[config.mk]
export PLATFORM = sky130hd
export DESIGN_NAME = mem_access_ctrl
export DESIGN_NICKNAME = d
export VERILOG_FILES = /design/src/rtl/mem_access_ctrl.sv
export SDC_FILE = /design/constraint.sdc
export NUM_CORES = 1
export LEC_CHECK = 0
export BUFFER_PORTS_ARGS = -buffer_cell sky130_fd_sc_hd__buf_2
export CORE_MARGIN = 2
export CORE_UTILIZATION = 40
export DETAILED_ROUTE_END_ITERATION = 16
export PLACE_DENSITY = 0.75
export REMOVE_ABC_BUFFERS = 1
export SYNTH_ARGS = -nofsm -noshare
export SYNTH_HDL_FRONTEND = slang
export SYNTH_SLANG_ARGS = --single-unit
export TNS_END_PERCENT = 30
[constraint.sdc]
create_clock -name clk -period 1.51 [get_ports clk]
set_input_delay 0.151 -clock clk [delete_from_list [all_inputs] [get_ports clk]]
set_output_delay 0.151 -clock clk [all_outputs]
set_load 0.005 [all_outputs]
[src/rtl/mem_access_ctrl.sv]
// Single-request load/store sequencer for the single-port Memory, with a configurable read latency.
// Define MEM_ACCESS_CTRL_WRITE_VERIFY_EN to read back and check every store.
module mem_access_ctrl #(
    parameter int unsigned ADDR_W = 5,
    parameter int unsigned DATA_W = 32,
    parameter int unsigned RD_LAT = 1
) (
    input  logic              clk,
    input  logic              reset,
    input  logic              req_valid,
    input  logic              req_write,
    input  logic [ADDR_W-1:0] req_addr,
    input  logic [DATA_W-1:0] req_wdata,
    output logic              req_ready,
    output logic              rsp_valid,
    output logic [DATA_W-1:0] rsp_rdata,
    output logic              rsp_err,
    output logic              busy,
    output logic              memRead,
    output logic              memWrite,
    output logic [ADDR_W-1:0] address,
    output logic [DATA_W-1:0] dataIn,
    input  logic [DATA_W-1:0] dataOut
);

    localparam int unsigned CNT_W = $clog2(RD_LAT + 1);
    localparam logic [CNT_W-1:0] CNT_LOAD = CNT_W'(RD_LAT);
    localparam logic [CNT_W-1:0] CNT_ONE  = CNT_W'(1);

    typedef enum logic [2:0] {
        StIdle,
        StWrite,
        StRead,
`ifdef MEM_ACCESS_CTRL_WRITE_VERIFY_EN
        StVerify,
`endif
        StResp
    } state_e;

    state_e           state_q;
    logic [CNT_W-1:0] cnt_q;

    assign req_ready = (state_q == StIdle);
    assign busy      = !req_ready;

`ifndef MEM_ACCESS_CTRL_WRITE_VERIFY_EN
    assign rsp_err = 1'b0;
`endif

    always_ff @(posedge clk) begin
        if (reset) begin
            state_q   <= StIdle;
            cnt_q     <= '0;
            memRead   <= 1'b0;
            memWrite  <= 1'b0;
            rsp_valid <= 1'b0;
            address   <= '0;
            dataIn    <= '0;
            rsp_rdata <= '0;
`ifdef MEM_ACCESS_CTRL_WRITE_VERIFY_EN
            rsp_err   <= 1'b0;
`endif
        end else begin
            rsp_valid <= 1'b0;
            unique case (state_q)
                StIdle: begin
                    if (req_valid) begin
                        address <= req_addr;
                        if (req_write) begin
                            dataIn   <= req_wdata;
                            memWrite <= 1'b1;
                            state_q  <= StWrite;
                        end else begin
                            memRead <= 1'b1;
                            cnt_q   <= CNT_LOAD;
                            state_q <= StRead;
                        end
                    end
                end
                StWrite: begin
                    memWrite <= 1'b0;
`ifdef MEM_ACCESS_CTRL_WRITE_VERIFY_EN
                    // Read-back of the same address starts right after the write strobe.
                    memRead <= 1'b1;
                    cnt_q   <= CNT_LOAD;
                    state_q <= StVerify;
`else
                    rsp_valid <= 1'b1;
                    state_q   <= StResp;
`endif
                end
                StRead: begin
                    if (cnt_q == CNT_ONE) begin
                        memRead   <= 1'b0;
                        rsp_rdata <= dataOut;
                        rsp_valid <= 1'b1;
                        cnt_q     <= '0;
                        state_q   <= StResp;
`ifdef MEM_ACCESS_CTRL_WRITE_VERIFY_EN
                        rsp_err   <= 1'b0;
`endif
                    end else begin
                        cnt_q <= cnt_q - CNT_ONE;
                    end
                end
`ifdef MEM_ACCESS_CTRL_WRITE_VERIFY_EN
                StVerify: begin
                    if (cnt_q == CNT_ONE) begin
                        memRead   <= 1'b0;
                        rsp_err   <= (dataOut != dataIn);
                        rsp_valid <= 1'b1;
                        cnt_q     <= '0;
                        state_q   <= StResp;
                    end else begin
                        cnt_q <= cnt_q - CNT_ONE;
                    end
                end
`endif
                StResp: begin
                    state_q <= StIdle;
                end
                default: begin
                    memRead  <= 1'b0;
                    memWrite <= 1'b0;
                    state_q  <= StIdle;
                end
            endcase
        end
    end

endmodule

# ---- After elaboration in Yosys (flattened, before gate mapping)
# Index checks and enable logic that the tools add are counted.
dict set report word_totals {
  elab_cells 45
  input_bits 73
  register_bits 76
  output_inout_bits 75
}
dict set report op_classes {
  n_mux 15
  add_sub_neg 1
  bitwise_logic 2
  reduce_logical 12
  n_eq_ne 7
}
# operator count
set op_table {}
lappend op_table {{3-bit one-hot mux with 3 select lines} 1}
lappend op_table {{3-bit AND reduction} 3}
lappend op_table {{2-bit != test (second input constant)} 4}
lappend op_table {{1-bit two-way mux} 7}
lappend op_table {{3-bit by 2-bit equality test with 1-bit output (second input constant)} 2}
lappend op_table {{3-bit two-way mux} 2}
lappend op_table {{1-bit one-hot mux with 2 select lines} 3}
lappend op_table {{2-bit AND reduction} 3}
lappend op_table {{4-bit AND reduction} 1}
lappend op_table {{2-bit OR reduction} 2}
lappend op_table {{3-bit by 1-bit equality test with 1-bit output (second input constant)} 1}
lappend op_table {{3-bit logical NOT} 1}
lappend op_table {{1-bit one-hot mux with 3 select lines} 1}
lappend op_table {{2-bit two-way mux} 1}
lappend op_table {{1-bit inverter} 2}
lappend op_table {{2-bit nonzero test} 1}
lappend op_table {{1-bit logical NOT} 1}
lappend op_table {{1-bit subtractor (second input constant)} 1}

# ---- Longest topological paths before layout
dict set report depth {
  depth_word 4
  depth_mapped 7
  ltp_nobuf 5
}

# ---- Least setup slack after synthesis
# OpenSTA, ideal clock, no wires.
dict set report synth_timing {
  kind {reg2reg}
  from {register state_q[0]}
  to {register memRead}
  path_buffers 1
  setup_time_ps 87
  path_slack_ps -61
  arrival_ps 1483
  period_less_slack_ps 1571
  t_required_ps 1423
  path_stages_with_launch 7
  cell_sequence {dfxtp_1 inv_1 ha_1 buf_6 a211o_1 or3_1 o31ai_1}
}
dict set report synth_via {
  elab_chain_len 4
  word_cells_on_any_way 11
  cone_classes {6 x eq/ne; 1 x mux; 1 x bitwise; 3 x reduce/logical}
}
# element line_no
set synth_rtl {}
lappend synth_rtl {{from (decl)} 40} ;# state_e state_q;
lappend synth_rtl {{from (signal assigned)} 52} ;# state_q <= StIdle;
lappend synth_rtl {{from (signal assigned)} 72} ;# state_q <= StWrite;
lappend synth_rtl {{from (signal assigned)} 76} ;# state_q <= StRead;
lappend synth_rtl {{3-bit by 1-bit equality test with 1-bit output / 3-bit by 2-bit equality test with 1-bit output (equally long branches)} 65} ;# unique case (state_q)
lappend synth_rtl {{2-bit OR reduction (no source line)} n/a}
lappend synth_rtl {{1-bit inverter (no source line)} n/a}
lappend synth_rtl {{4-bit AND reduction (no source line)} n/a}
lappend synth_rtl {{to (signal assigned)} 54} ;# memRead <= 1'b0;
lappend synth_rtl {{to (signal assigned)} 74} ;# memRead <= 1'b1;
lappend synth_rtl {{to (signal assigned)} 94} ;# memRead <= 1'b0;
lappend synth_rtl {{to (decl)} 19} ;# output logic memRead,
# Several ways; a longest one is shown, not always the timed one.
# A chain may end at the register's enable or synchronous reset.

# ---- Worst setup path after layout
dict set report layout_timing {
  from {register state_q[1]}
  to {register state_q[0]}
}
dict set report layout_via {
  elab_chain_len 3
  word_cells_on_any_way 7
  cone_classes {4 x eq/ne; 1 x mux; 2 x reduce/logical}
}
# element line_no
set layout_rtl {}
lappend layout_rtl {{3-bit by 2-bit equality test with 1-bit output / 3-bit logical NOT (equally long branches)} 65}
lappend layout_rtl {{2-bit != test (no source line)} n/a}
lappend layout_rtl {{2-bit AND reduction (no source line)} n/a}
# Several ways; a longest one is shown, not always the timed one.

==> results.cfg <==
[clock_network]
cts_made_buffers = 9
ctsLongestPathBuffers = 2
cts.root.buffer_cell = sky130_fd_sc_hd__clkbuf_8
clkSinkCount = 75
cts.hold.buffers_added = 0
cts_tree = yes
clk_latency_ns = 0.34
cts-htree-levels = 3
clk_pin_slew_ns = 0.08

[sta]
setup_slack_ns = -0.0279
final-max-slew-violation-count = 0
fin_skew_ns = 0.00867
final_min_period_over_clock_period = 1.02
finalHoldViolCount = 0
grt_setup_unrepaired = yes
min_period_ns = 1.54
setup_viol_count_final = 1
fmax_mhz = 650

[drt]
post-route-drc-count = 0
detail_route.wirelength_mm = 7.19
top_layer = met4
detail_route.iter0.violations = 106
drt-pass1-iter-count = 4
avgViaCountPerCell = 4.79
detail-route-antenna-nets = 0
via_count = 2786
wl_met2_mm = 3.70
post_drt_wl_per_cell_um = 12.4
detail_route.wirelength.met1_mm = 2.97
met3RoutedLength_um = 342

[synth]
synthDistinctLibCells = 30
post_synth_inst_count = 350
post_synth_instance_area_sq_um = 2770
asr_flop_ratio_synth = 0
avgSynthCellArea_sq_um = 7.93
synth.area.top_cells = sky130_fd_sc_hd__dfxtp_1, sky130_fd_sc_hd__nand2_1, sky130_fd_sc_hd__a21oi_1
synth-seq-cells = 75
yosysMostFrequentCell = sky130_fd_sc_hd__nand2_1
synth_seq_area_share = 0.541
synth_top_area_cell = sky130_fd_sc_hd__dfxtp_1
synth.cells.most_frequent = sky130_fd_sc_hd__nand2_1, sky130_fd_sc_hd__dfxtp_1, sky130_fd_sc_hd__a21oi_1
synth_edf_count = 0
synth_top_cell_area_share = 0.541
primary_flip_flop_cell_chosen_by_synthesis_mapping = sky130_fd_sc_hd__dfxtp_1
yosys_warnings = 0

[cells_and_area]
fin_nets = 576
drive_above_1_share = 0.376
antenna-diode-count = 0
final_cell_count_no_fill = 582
syn2layout_area_growth_pct = 40.1
finish.instance_area_sq_um = 3890

[worst_setup_path]
endpoint_kind = flip-flop
criticalPathCategory = flip-flop to flip-flop
critical_path.max_fanout = 4
regToRegStartpoint = state_q[1]$_SDFFE_PP0P_
worst_ep_required_time_ns = 1.78
worst-endpoint-arrival_ns = 1.80
rr_endpoint = state_q[0]$_SDFFE_PP0P_
number_of_cells_on_the_worst_reg_to_reg_path = 5
timing.reg2reg.setup_slack_ns = -0.03
start_kind = flip-flop
cp_startpoint = state_q[1]$_SDFFE_PP0P_
crit_end = state_q[0]$_SDFFE_PP0P_

[pwr]
net_switching_fraction_of_the_power = 0.323
static_leakage_nw = 1.80
vdd.ir_drop.worst_v = 0.00115
share_of_power_burned_in_registers = 0.412
intPower_mw = 3.88
switching_power_mw = 1.85
p_clk_frac = 0.260
power-per-cell-area_nw_per_um2 = 1470
pwr-share-comb = 0.327

[die]
pin_count = 148
die_w_um = 87.3
chipHeight_um = 87.3
floorplan.initialDensity = 0.411
die-area_sq_um = 7620
fp.coreArea_sq_um = 6760
standard_cell_row_count = 30

[job]
max_cap_violations = 0

[placement]
placed_instances = 562
placement.cell_area_sq_um = 3610
place_hpwl_mm = 4.97
buffer_ports.inserted = 146
placement.setup.worst_slack_ns = -0.0772
routabilityCongestion = 0.828

[global_routing]
grt_start_max_net_pins = 48
grt_first_pass_wirelength_mm = 10.8
number_of_antenna_violations_at_the_first_check_in_global_routing = 0
grt_total_ovfl = 0
number_of_global_route_vias_before_repair = 2409
global_route.usage.total = 0.180

[outcome]
run_status = finished, violations left
violated_checks = setup timing

[hold_path]
hold_class = input pin to flip-flop
## stage by stage
| stage | power, mW | hold slack, ns | utilization | setup TNS [ns] |
|---|---|---|---|---|
| floorplan | 3.27 | 0.220 | - | -7.17 |
| global placement | 4.01 | 0.390 | 0.534 | 0 |
| detailed placement | 4.06 | 0.397 | 0.534 | -0.120 |
| CTS | 5.62 | 0.0231 | 0.566 | -0.00231 |
| global route | 6.10 | 0.0216 | 0.575 | -0.289 |
| finish | 5.73 | 0.0429 | 0.575 | -0.0279 |
## critical path, stage by stage (launching register included)
cell and delay [ns]:
sky130_fd_sc_hd__dfxtp_2 0.34, sky130_fd_sc_hd__buf_4 0.13, sky130_fd_sc_hd__buf_4 0.12, sky130_fd_sc_hd__ha_1 0.19, sky130_fd_sc_hd__or4_4 0.54, sky130_fd_sc_hd__a21oi_2 0.15
## cell type report
cell class / instances / area [sq um]
Sequential cell: 75 / 1510
Fill cell: 656 / 2870
Tap cell: 80 / 100
Inverter: 7 / 26.3
Timing Repair Buffer: 161 / 897
Clock inverter: 7 / 68.8
Clock buffer: 9 / 124
Multi-Input combinational cell: 243 / 1160
## layout by cell type, fill, tap and decap left out, types with 2 or more instances in the layout
cell type,netlist,routed
sky130_fd_sc_hd__inv_2,0,2
sky130_fd_sc_hd__buf_4,1,10
sky130_fd_sc_hd__buf_2,8,146
sky130_fd_sc_hd__nand2b_1,2,2
sky130_fd_sc_hd__buf_12,0,4
sky130_fd_sc_hd__nand2_1,135,135
sky130_fd_sc_hd__clkinv_2,0,3
sky130_fd_sc_hd__nand3_1,6,6
sky130_fd_sc_hd__nor2b_2,0,2
sky130_fd_sc_hd__o21ai_0,2,2
sky130_fd_sc_hd__ha_2,0,3
sky130_fd_sc_hd__clkinvlp_4,0,2
sky130_fd_sc_hd__inv_1,7,5
sky130_fd_sc_hd__nor2_1,2,2
sky130_fd_sc_hd__dfxtp_1,75,73
sky130_fd_sc_hd__a21oi_1,73,72
sky130_fd_sc_hd__clkbuf_8,0,9
sky130_fd_sc_hd__ha_1,6,2
## power groups by stage
stage | clock network (mW) | logic (mW) | registers, mW
4_1_cts | 1.55 | 1.73 | 2.35
3_3_place_gp | 0 | 1.63 | 2.38
5_1_grt | 1.61 | 2.09 | 2.39
2_1_floorplan | 0 | 0.864 | 2.41
3_5_place_dp | 0 | 1.67 | 2.39
6_report | 1.49 | 1.88 | 2.36
## sequential cells by signal, indices dropped and copies added, names as in the netlist
register   count
cnt_q          1
memRead        1
rsp_rdata     32
memWrite       1
state_q        2
dataIn        32
address        5
rsp_valid      1
## layer usage
| metal | track usage | vias to the layer above |
|---|---|---|
| li1 | - | 1428 |
| met1 | 0.205 | 1265 |
| met2 | 0.313 | 77 |
| met3 | 0.0436 | 16 |
| met4 | 0.0867 | 0 |
| met5 | 0 | - |
## worst min path at each step
stage                  start  slack, ns                    endpoint  depth (start not counted)
2_1_floorplan          reset       0.22     address[0]$_SDFFE_PP0P_                          1
3_3_place_gp     dataOut[25]       0.39  rsp_rdata[25]$_SDFFE_PP0P_                          3
3_5_place_dp   req_wdata[22]       0.40     dataIn[22]$_SDFFE_PP0P_                          3
4_1_cts          dataOut[26]       0.02  rsp_rdata[26]$_SDFFE_PP0P_                          3
5_1_grt          dataOut[26]       0.02  rsp_rdata[26]$_SDFFE_PP0P_                          3
6_report         dataOut[27]       0.04  rsp_rdata[27]$_SDFFE_PP0P_                          3
## cells by family after synthesis
| kind of cell | Yosys count | share of synthesized area |
|---|---|---|
| buf+inv | 32 | 0.0510 |
| flops | 75 | 0.541 |
| compound gates | 83 | 0.160 |
| fa+ha+maj | 6 | 0.0271 |
| other cells | 1 | 0.00135 |
| simple gates | 153 | 0.219 |
## what timing repair did
item / 4_1_cts / 5_1_grt
endpoints found under the setup margin: 3 / 60
pin swaps: 1 / 1
cloned: 0 / 0
setup buffers: 2 / 2
resized for setup: 3 / 15
Note: power is estimated with default switching activity, not from simulation.
